## src/rtl/mux_scan_nx1_pkg.sv

```systemverilog
// Shared mode/state encodings and sizing helper for the scanning multiplexer.
package mux_scan_nx1_pkg;

    localparam logic [0:0] MODE_MANUAL = 1'b0;
    localparam logic [0:0] MODE_SCAN   = 1'b1;

    localparam logic [0:0] S_MANUAL    = 1'b0;
    localparam logic [0:0] S_SCAN      = 1'b1;

    // Bits needed to count 0..v-1, never less than one bit.
    function automatic int unsigned clog2_min1(input int unsigned v);
        return (v <= 1) ? 1 : $clog2(v);
    endfunction

endpackage

```

## src/rtl/mux_nx1.sv

```systemverilog
// Combinational N-way packed-bus selector; out-of-range index picks channel N-1.
module mux_nx1 #(
    parameter  int unsigned N  = 5,
    parameter  int unsigned W  = 1,
    localparam int unsigned SW = $clog2(N)
) (
    input  logic [N*W-1:0] data,
    input  logic [SW-1:0]  sel,
    output logic [W-1:0]   data_c
);

    // Last channel is the default, so any index >= N-1 lands there.
    always_comb begin
        data_c = data[(N-1)*W +: W];
        for (int unsigned k = 0; k < N - 1; k++) begin
            if (32'(sel) == k) begin
                data_c = data[k*W +: W];
            end
        end
    end

endmodule

```

## src/rtl/mux_scan_nx1.sv

```systemverilog
// Registered N-channel mux with manual select and timed auto-scan modes.
module mux_scan_nx1
    import mux_scan_nx1_pkg::*;
#(
    parameter  int unsigned N     = 5,
    parameter  int unsigned W     = 1,
    parameter  int unsigned DWELL = 4,
    localparam int unsigned SW    = $clog2(N)
) (
    input  logic           clk,
    input  logic           reset,
    input  logic [N*W-1:0] data_in,
    input  logic [SW-1:0]  sel,
    input  logic           mode,
    input  logic           enable,
    output logic [W-1:0]   data_out,
    output logic [SW-1:0]  ch_out,
    output logic           ch_valid
);

    localparam int unsigned   CW       = clog2_min1(DWELL);
    localparam logic [SW-1:0] CH_LAST  = SW'(N - 1);
    localparam logic [CW-1:0] CNT_LAST = CW'(DWELL - 1);

    logic [0:0]    state_q;
    logic [0:0]    state_nxt;
    logic [CW-1:0] cnt_q;
    logic [CW-1:0] cnt_nxt;
    logic [SW-1:0] ch_nxt;
    logic [SW-1:0] sel_ok;
    logic [W-1:0]  data_nxt;

    // Next state, next channel and dwell counter.
    always_comb begin
        state_nxt = mode;
        ch_nxt    = ch_out;
        cnt_nxt   = cnt_q;
        sel_ok    = (32'(sel) < N) ? sel : CH_LAST;

        if (state_q == S_MANUAL && mode == MODE_SCAN) begin
            // Entering scan restarts the dwell so the current channel gets a full slot.
            cnt_nxt = '0;
        end else if (enable) begin
            if (mode == MODE_MANUAL) begin
                ch_nxt  = sel_ok;
                cnt_nxt = '0;
            end else if (cnt_q == CNT_LAST) begin
                ch_nxt  = (ch_out == CH_LAST) ? '0 : ch_out + SW'(1);
                cnt_nxt = '0;
            end else begin
                cnt_nxt = cnt_q + CW'(1);
            end
        end
    end

    // Data for the channel that will be current after this edge.
    mux_nx1 #(
        .N (N),
        .W (W)
    ) u_mux (
        .data   (data_in),
        .sel    (ch_nxt),
        .data_c (data_nxt)
    );

    // State, counter and output registers with synchronous reset.
    always_ff @(posedge clk) begin
        if (reset) begin
            state_q  <= S_MANUAL;
            cnt_q    <= '0;
            ch_out   <= '0;
            data_out <= '0;
            ch_valid <= 1'b0;
        end else begin
            state_q  <= state_nxt;
            cnt_q    <= cnt_nxt;
            ch_out   <= ch_nxt;
            data_out <= data_nxt;
            ch_valid <= (ch_nxt != ch_out);
        end
    end

endmodule

```

## config.mk

```make
export PLATFORM = sky130hd
export DESIGN_NAME = mux_scan_nx1
export DESIGN_NICKNAME = d
export VERILOG_FILES = /design/src/rtl/mux_scan_nx1_pkg.sv /design/src/rtl/mux_nx1.sv /design/src/rtl/mux_scan_nx1.sv
export SDC_FILE = /design/constraint.sdc
export NUM_CORES = 1
export LEC_CHECK = 0
export CAP_MARGIN = 20
export CORE_MARGIN = 2
export CORE_UTILIZATION = 39
export DETAILED_ROUTE_END_ITERATION = 8
export GPL_TIMING_DRIVEN = 0
export PLACE_DENSITY = 0.72
export SETUP_SLACK_MARGIN = 0.4
export SYNTH_ARGS = -nofsm -noshare
export SYNTH_HDL_FRONTEND = slang
export SYNTH_SLANG_ARGS = --single-unit
export TNS_END_PERCENT = 100
```

## constraint.sdc

```tcl
create_clock -name clk -period 1.7 [get_ports clk]
set_input_delay 0.34 -clock clk [delete_from_list [all_inputs] [get_ports clk]]
set_output_delay 0.34 -clock clk [all_outputs]
set_load 0.05 [all_outputs]
```

==> flow_summary.toml, run 1 <==
[outcome]
status = "completed"

[pwr]
power_frac_clock_pct = 32.9
internal-power_mw = 0.349
cellLeakagePower_nw = 0.356
power_spent_charging_and_discharging_nets_mw = 0.158
power_switching_share_pct = 31.1
powerDensity_nw_per_um2 = 566
seqPwrFrac_pct = 39.4
post-layout-total-power_mw = 0.507
power.ir.vdd_worst_mv = 0.350
power.combinational.fraction_pct = 27.7

[sta]
max_transition_viols_final = 0
final_period_minus_worst_setup_slack_ns = 1.66
setup_violations = 0
hold_ws_ns = 0.424
fmax_mhz = 603
worst-slew-pin-transition_ns = 0.412
remaining_max_slew_budget_at_the_tightest_pin_pct = 72.6
skew_ns = 0.0232
finalCritPeriodShare_pct = 97.5
final.setup.worst_slack_ns = 0.0424
rsz_0062_raised_after_global_routing = "true"
report.final.hold_viol_count = 0

[floorplan]
floorplan.die.height_um = 41.1
initial_core_utilization_pct = 41.7
row_count = 13
die_w_um = 41.1
dieArea_um2 = 1690
design.core.area_um2 = 1280
io_pins = 17

[critical_path]
crit_path_max_incr_delay_ns = 0.37
critical_path.top_delay_family = "compound AO/OA/AOI/OAI gates"
path_class = "flip-flop to flip-flop"
cp_max_stage_cell = "sky130_fd_sc_hd__dfxtp_4"
crit_buf_inv = 1
worst-r2r-setup-slack_ns = 0.04
path_max_fanout = 5
crit_start = "ch_out[1]"
reg2regPathDepth = 7
reg2reg_from = "ch_out[1]"
cp.arrival_ns = 1.78
worstPathRequired_ns = 1.82
timing.critical_path.to_type = "flip-flop"
cp-endpoint = "data_out"
timing.rr.end = "data_out"
cp_num_cells = 7
crit_chain = "inv_4, ha_4, and3_4, o211ai_4, a21boi_2, a311oi_2, o41ai_2"
worst_setup_sp_type = "flip-flop"

[drt]
first_iter_violations = 16
dr.pass1.iters = 4
detail_route.wirelength_um = 1470
drt-wirelength-per-cell_um = 14.0
final_antenna_violating_net_count = 0
vias = 577
avgViaCountPerCell = 5.50
detail_route.drc_violations = 0

[global_route]
overflow = 0
grt_usage_pct = 21.4
grt_pass1_vias = 518
grt_first_pass_wirelength_um = 2260
grt_start_max_net_pins = 10
antenna_found_initial = 0

[clock_tree]
cts_tree = "built"
tritoncts_num_sinks = 8
ctsLongestPathBuffers = 2
path_clk_slew_ns = 0.07
clock_latency_ns = 0.27
cts_root_buf = "sky130_fd_sc_hd__clkbuf_4"
htreeDepth = 1
cts-hold-fix-buffers = 0
cts_made_buffers = 3

[place]
post-dp-hpwl_um = 939
place_congestion = 0.813
placement.io_buffers = 15
placement.setup.worst_slack_ns = -0.416

[layout]
post_route_cells_drive_above_1_share_pct = 44.4
layout-area-overhead-vs-synth_pct = 67.3
finalCoreUtilization_pct = 69.7
final_common_cell = "sky130_fd_sc_hd__buf_4"
final.fill_count = 103
final_cell_mix = "sky130_fd_sc_hd__buf_4 (9), sky130_fd_sc_hd__clkdlybuf4s50_1 (7), sky130_fd_sc_hd__nor2_1 (6)"
multiInputGateArea_um2 = 448
diodes = 0
design.final.nets = 106
ff_latch_area_um2 = 169

[synthesis]
ys_seq_area_share_pct = 29.9
synthesis.nets = 77
syn-cell-area_um2 = 536
yosys_warnings = 0
seq_cells_post_synth = 8
syn-instance-count = 62
netlist-cell-type-count = 34
postSynthAreaPerCell_um2 = 8.64

[job]
timing.max_cap.violations = 0

[worst_hold_path]
min_path_type = "input pin to flip-flop"
==> flip-flops by register name, indices dropped and copies added, names as in the netlist <==
signal    count
data_out      1
ch_out        3
ch_valid      1
cnt_q         2
state_q       1
==> worst min path at each step <==
| stage | startpoint | endpoint | slack (ns) | cells after the start |
|---|---|---|---|---|
| 2_1_floorplan | cnt_q[1] | cnt_q[1] | 0.44 | 2 |
| 3_3_place_gp | cnt_q[1] | cnt_q[1] | 0.45 | 2 |
| 3_5_place_dp | cnt_q[1] | cnt_q[1] | 0.46 | 2 |
| 4_1_cts | reset | state_q | 0.42 | 2 |
| 5_1_grt | reset | state_q | 0.44 | 2 |
| 6_report | reset | state_q | 0.42 | 2 |
==> layout make-up <==
class / instances / share of cell area (%)
multi-input combinational: 48 / 50.0
timing repair buffer: 24 / 22.5
sequential: 8 / 18.9
clock buffer: 4 / 2.93
tap: 15 / 2.09
inverter: 4 / 1.96
buffer: 2 / 1.68
==> synth_stat cells <==
| master | number | area share [%] |
|---|---|---|
| sky130_fd_sc_hd__dfxtp_1 | 8 | 30 |
| sky130_fd_sc_hd__nor2_1 | 6 | 4.2 |
| sky130_fd_sc_hd__a21oi_1 | 4 | 3.7 |
| sky130_fd_sc_hd__inv_1 | 4 | 2.8 |
| sky130_fd_sc_hd__ha_1 | 3 | 7.0 |
| sky130_fd_sc_hd__nand2_1 | 3 | 2.1 |
| sky130_fd_sc_hd__o21ai_0 | 3 | 2.8 |
| sky130_fd_sc_hd__a311oi_1 | 2 | 3.3 |
| sky130_fd_sc_hd__nand3_1 | 2 | 1.9 |
| sky130_fd_sc_hd__nor2b_1 | 2 | 2.3 |
| sky130_fd_sc_hd__o31ai_1 | 2 | 2.8 |
| sky130_fd_sc_hd__a21bo_1 | 1 | 1.9 |
| sky130_fd_sc_hd__a21boi_0 | 1 | 1.4 |
| sky130_fd_sc_hd__a21boi_1 | 1 | 1.4 |
| sky130_fd_sc_hd__a21o_1 | 1 | 1.4 |
| sky130_fd_sc_hd__a31oi_1 | 1 | 1.2 |
| sky130_fd_sc_hd__and3_1 | 1 | 1.2 |
| sky130_fd_sc_hd__and3_2 | 1 | 1.4 |
| sky130_fd_sc_hd__buf_6 | 1 | 2.1 |
| sky130_fd_sc_hd__clkbuf_1 | 1 | 0.70 |
| sky130_fd_sc_hd__nand2b_1 | 1 | 1.2 |
| sky130_fd_sc_hd__nand3b_1 | 1 | 1.4 |
| sky130_fd_sc_hd__nand4_1 | 1 | 1.2 |
| sky130_fd_sc_hd__nor3_1 | 1 | 0.93 |
| sky130_fd_sc_hd__nor3b_2 | 1 | 2.3 |
| sky130_fd_sc_hd__nor3b_4 | 1 | 3.5 |
| sky130_fd_sc_hd__o211ai_1 | 1 | 1.4 |
| sky130_fd_sc_hd__o211ai_2 | 1 | 2.3 |
| sky130_fd_sc_hd__o21a_1 | 1 | 1.4 |
| sky130_fd_sc_hd__o21ai_1 | 1 | 0.93 |
| sky130_fd_sc_hd__o31a_1 | 1 | 1.6 |
| sky130_fd_sc_hd__o32ai_1 | 1 | 1.6 |
| sky130_fd_sc_hd__o41ai_2 | 1 | 3.0 |
| sky130_fd_sc_hd__xnor2_1 | 1 | 1.6 |
==> worst reg2reg max path, delay by kind of cell (launching register included) <==
family,cells,cell delay [ns]
compound gates,4,0.68
flops,1,0.37
simple gates,1,0.18
buf+inv,1,0.04
fa+ha+maj,1,0.22
==> per-stage QoR <==
step | instance area [um^2] | setup TNS [ns] | cells
3_3_place_gp | 746 | -0.676 | 92
4_1_cts | 867 | 0 | 103
2_1_floorplan | 577 | 0 | 62
6_report | 896 | 0 | 105
5_1_grt | 896 | -0.00557 | 105
3_5_place_dp | 746 | -0.714 | 92
==> per-layer routing <==
layer | GRT usage, % | up-vias | wire length [um]
met5 | 0 | - | 0
met2 | 35.9 | 26 | 748
met4 | 12.5 | 0 | 19
met1 | 24.4 | 263 | 603
li1 | - | 285 | -
met3 | 4.89 | 3 | 98
==> cell families after synthesis <==
kind of cell             share of synthesized area (%)
AND/OR/NAND/NOR                                   23.6
XOR/XNOR                                          1.64
flip-flops                                        29.9
AO/OA/AOI/OAI                                     32.2
adder cells (fa/ha/maj)                           7.01
buffers and inverters                             5.61
==> timing repair <==
| action | 4_1_cts | 5_1_grt |
|---|---|---|
| setup buffers | 7 | 2 |
| gates resized for setup | 36 | 6 |
| pin swaps | 8 | 3 |
| endpoints found under the setup margin | 10 | 7 |
| gates cloned | 0 | 0 |
==> power by group through the flow <==
| stage | clock [mW] | sequential (mW) | combinational [mW] |
|---|---|---|---|
| 3_5_place_dp | 0 | 0.204 | 0.121 |
| 3_3_place_gp | 0 | 0.204 | 0.120 |
| 6_report | 0.167 | 0.200 | 0.141 |
| 5_1_grt | 0.182 | 0.201 | 0.150 |
| 2_1_floorplan | 0 | 0.224 | 0.0527 |
| 4_1_cts | 0.170 | 0.200 | 0.133 |
(Power assumes the default switching activity.)
==> inputs of run 2 (changes only) <==
- CELL_PAD_IN_SITES_DETAIL_PLACEMENT: not set -> 2
- CELL_PAD_IN_SITES_GLOBAL_PLACEMENT: not set -> 2
- CORE_UTILIZATION: 39 -> 24
- CTS_BUF_LIST: not set -> sky130_fd_sc_hd__clkbuf_2
- PLACE_DENSITY: 0.72 -> not set
- PLACE_DENSITY_LB_ADDON: not set -> 0.1
==> run 2 against run 1 <==
Clock power fell by 14%. First-iteration DRC count fell by 44%. Worst hold slack improved by 0.035 ns. Combinational power rose by 19%. Global-route usage fell by 1.7 points. Wire length rose by 57%.
==> flow_summary.toml, run 2 (synthesis results as in run 1) <==
[layout]
largest_register_ff_count = 3
layout-area-overhead-vs-synth_pct = 91.4
final_cell_mix = "sky130_fd_sc_hd__buf_4 (13), sky130_fd_sc_hd__clkdlybuf4s50_1 (6), sky130_fd_sc_hd__buf_6 (5), sky130_fd_sc_hd__clkbuf_2 (5)"
stdcell_count = 125
largest_register_by_flop_count = "ch_out"
reg_top3 = "ch_out: 3 flops, cnt_q: 2 flops"
post_route_cells_drive_above_1_share_pct = 60.8
post_layout_instance_area_um2 = 1020
design.final.nets = 113
final_common_cell = "sky130_fd_sc_hd__buf_4"
diodes = 0

[critical_path]
path_class = "flip-flop to flip-flop"
path_max_fanout = 5
worstPathRequired_ns = 1.86
crit_chain = "inv_4, ha_4, and3_4, o211ai_4, buf_6, a311oi_2, o41ai_2"
crit_start = "ch_out[0]"
cp.arrival_ns = 1.85
cp_max_stage_cell = "sky130_fd_sc_hd__dfxtp_4"
timing.critical_path.to_type = "flip-flop"
worst_setup_sp_type = "flip-flop"
reg2reg_from = "ch_out[0]"
crit_path_max_incr_delay_ns = 0.38

[drt]
avgViaCountPerCell = 5.11
met3_wirelength_um = 84
highest-signal-layer = "met4"
vias = 639
dr_wl_met2_um = 1250
dr.pass1.iters = 4
final_antenna_violating_net_count = 0
detail_route.wirelength.met1_um = 880
detail_route.wirelength_um = 2300
drt-wirelength-per-cell_um = 18.4
detail_route.drc_violations = 0
first_iter_violations = 9

[clock_tree]
path_clk_slew_ns = 0.11
cts_made_buffers = 3
clock_latency_ns = 0.27
htreeDepth = 1
tritoncts_num_sinks = 8
ctsLongestPathBuffers = 2
cts_tree = "built"
cts_root_buf = "sky130_fd_sc_hd__clkbuf_2"

[global_route]
grt_usage_pct = 19.7
antenna_found_initial = 0
grt_pass1_vias = 696
grt_first_pass_wirelength_um = 3550
overflow = 0
grt_start_max_net_pins = 10

[sta]
setup_violations = 0
skew_ns = 0.0247
worst-slew-pin-transition_ns = 0.475
report.final.hold_viol_count = 0
finalCritPeriodShare_pct = 99.8
remaining_max_slew_budget_at_the_tightest_pin_pct = 68.3
final.setup.worst_slack_ns = 0.00365
rsz_0062_raised_after_global_routing = "true"
fin_setup_tns_ns = 0
fmax_mhz = 590
final_period_minus_worst_setup_slack_ns = 1.70
max_transition_viols_final = 0

[outcome]
status = "completed"

[floorplan]
design.core.area_um2 = 2170
io_pins = 17
row_count = 17
initial_core_utilization_pct = 24.7
floorplan.die.height_um = 51.2
dieArea_um2 = 2630
die_w_um = 51.2

[place]
placement.setup.worst_slack_ns = -0.558
postPlaceCellArea_um2 = 762
post-dp-hpwl_um = 1240
placement.io_buffers = 15
place_congestion = 0.657
dpl.cell_count = 105

[worst_hold_path]
timing.hold.worst.start = "enable"
min_path_type = "input pin to flip-flop"

[pwr]
powerDensity_nw_per_um2 = 501
power.ir.vdd_worst_mv = 0.332
cellLeakagePower_nw = 0.406
post-layout-total-power_mw = 0.514

[job]
timing.max_cap.violations = 0
## run 2: path summary, 6_finish.rpt
check / end / slack (ns) / depth (start not counted)
worst max register to register: data_out / 0.004 / 7
worst min register to register: cnt_q[1] / 0.49 / 2
worst max-delay path: data_out / 0.004 / 7
worst min-delay path: cnt_q[1] / 0.46 / 3
## run 2: per-stage QoR
stage | hold WS, ns | utilization (%)
2_1_floorplan | 0.436 | -
3_3_place_gp | 0.453 | 35.1
3_5_place_dp | 0.473 | 35.1
4_1_cts | 0.457 | 45.2
5_1_grt | 0.469 | 47.2
6_report | 0.459 | 47.2
## run 2: report_power, final
part	internal (mW)	leakage (nW)	total (mW)	switching, mW
Combinational	0.0784	0.321	0.168	0.0892
Sequential	0.193	0.0686	0.202	0.00838
Clock	0.0624	0.0166	0.144	0.0821
Total	0.334	0.406	0.514	0.180
## run 2: repair_timing
item | 4_1_cts | 5_1_grt
gates resized for setup | 59 | 14
endpoints found under the setup margin | 11 | 9
cloned | 0 | 0
hold buffers | 0 | 0
buffers inserted | 14 | 2
hold endpoints to repair | 0 | 0
pin swaps | 17 | 11
## run 2: layout make-up
type | count | area [um^2]
tap | 28 | 35.0
buffer | 2 | 15.0
inverter | 4 | 20.0
timing repair buffer | 31 | 270
multi-input combinational | 48 | 492
fill | 241 | 1140
sequential | 8 | 173
clock buffer | 4 | 20.0
## run 2: metal layers
metal / vias up / global-route usage (%)
li1: 303 / -
met2: 25 / 36.4
met1: 301 / 20.7
met3: 10 / 3.22
met5: - / 0
met4: 0 / 11.8
## run 2: critical path, delay by kind of cell (launching register included)
| family | cells | cell delay [ns] |
|---|---|---|
| AOI/OAI and AO/OA | 3 | 0.60 |
| DFF | 1 | 0.38 |
| adders and majority gates | 1 | 0.23 |
| and+or+nand+nor | 1 | 0.19 |
| buffers and inverters | 2 | 0.18 |
==> inputs of run 3 (changes only) <==
- SLEW_MARGIN: not set -> 30
==> results of run 3 <==
No change in the layout: final DEF, timing and power equal those of run 2.
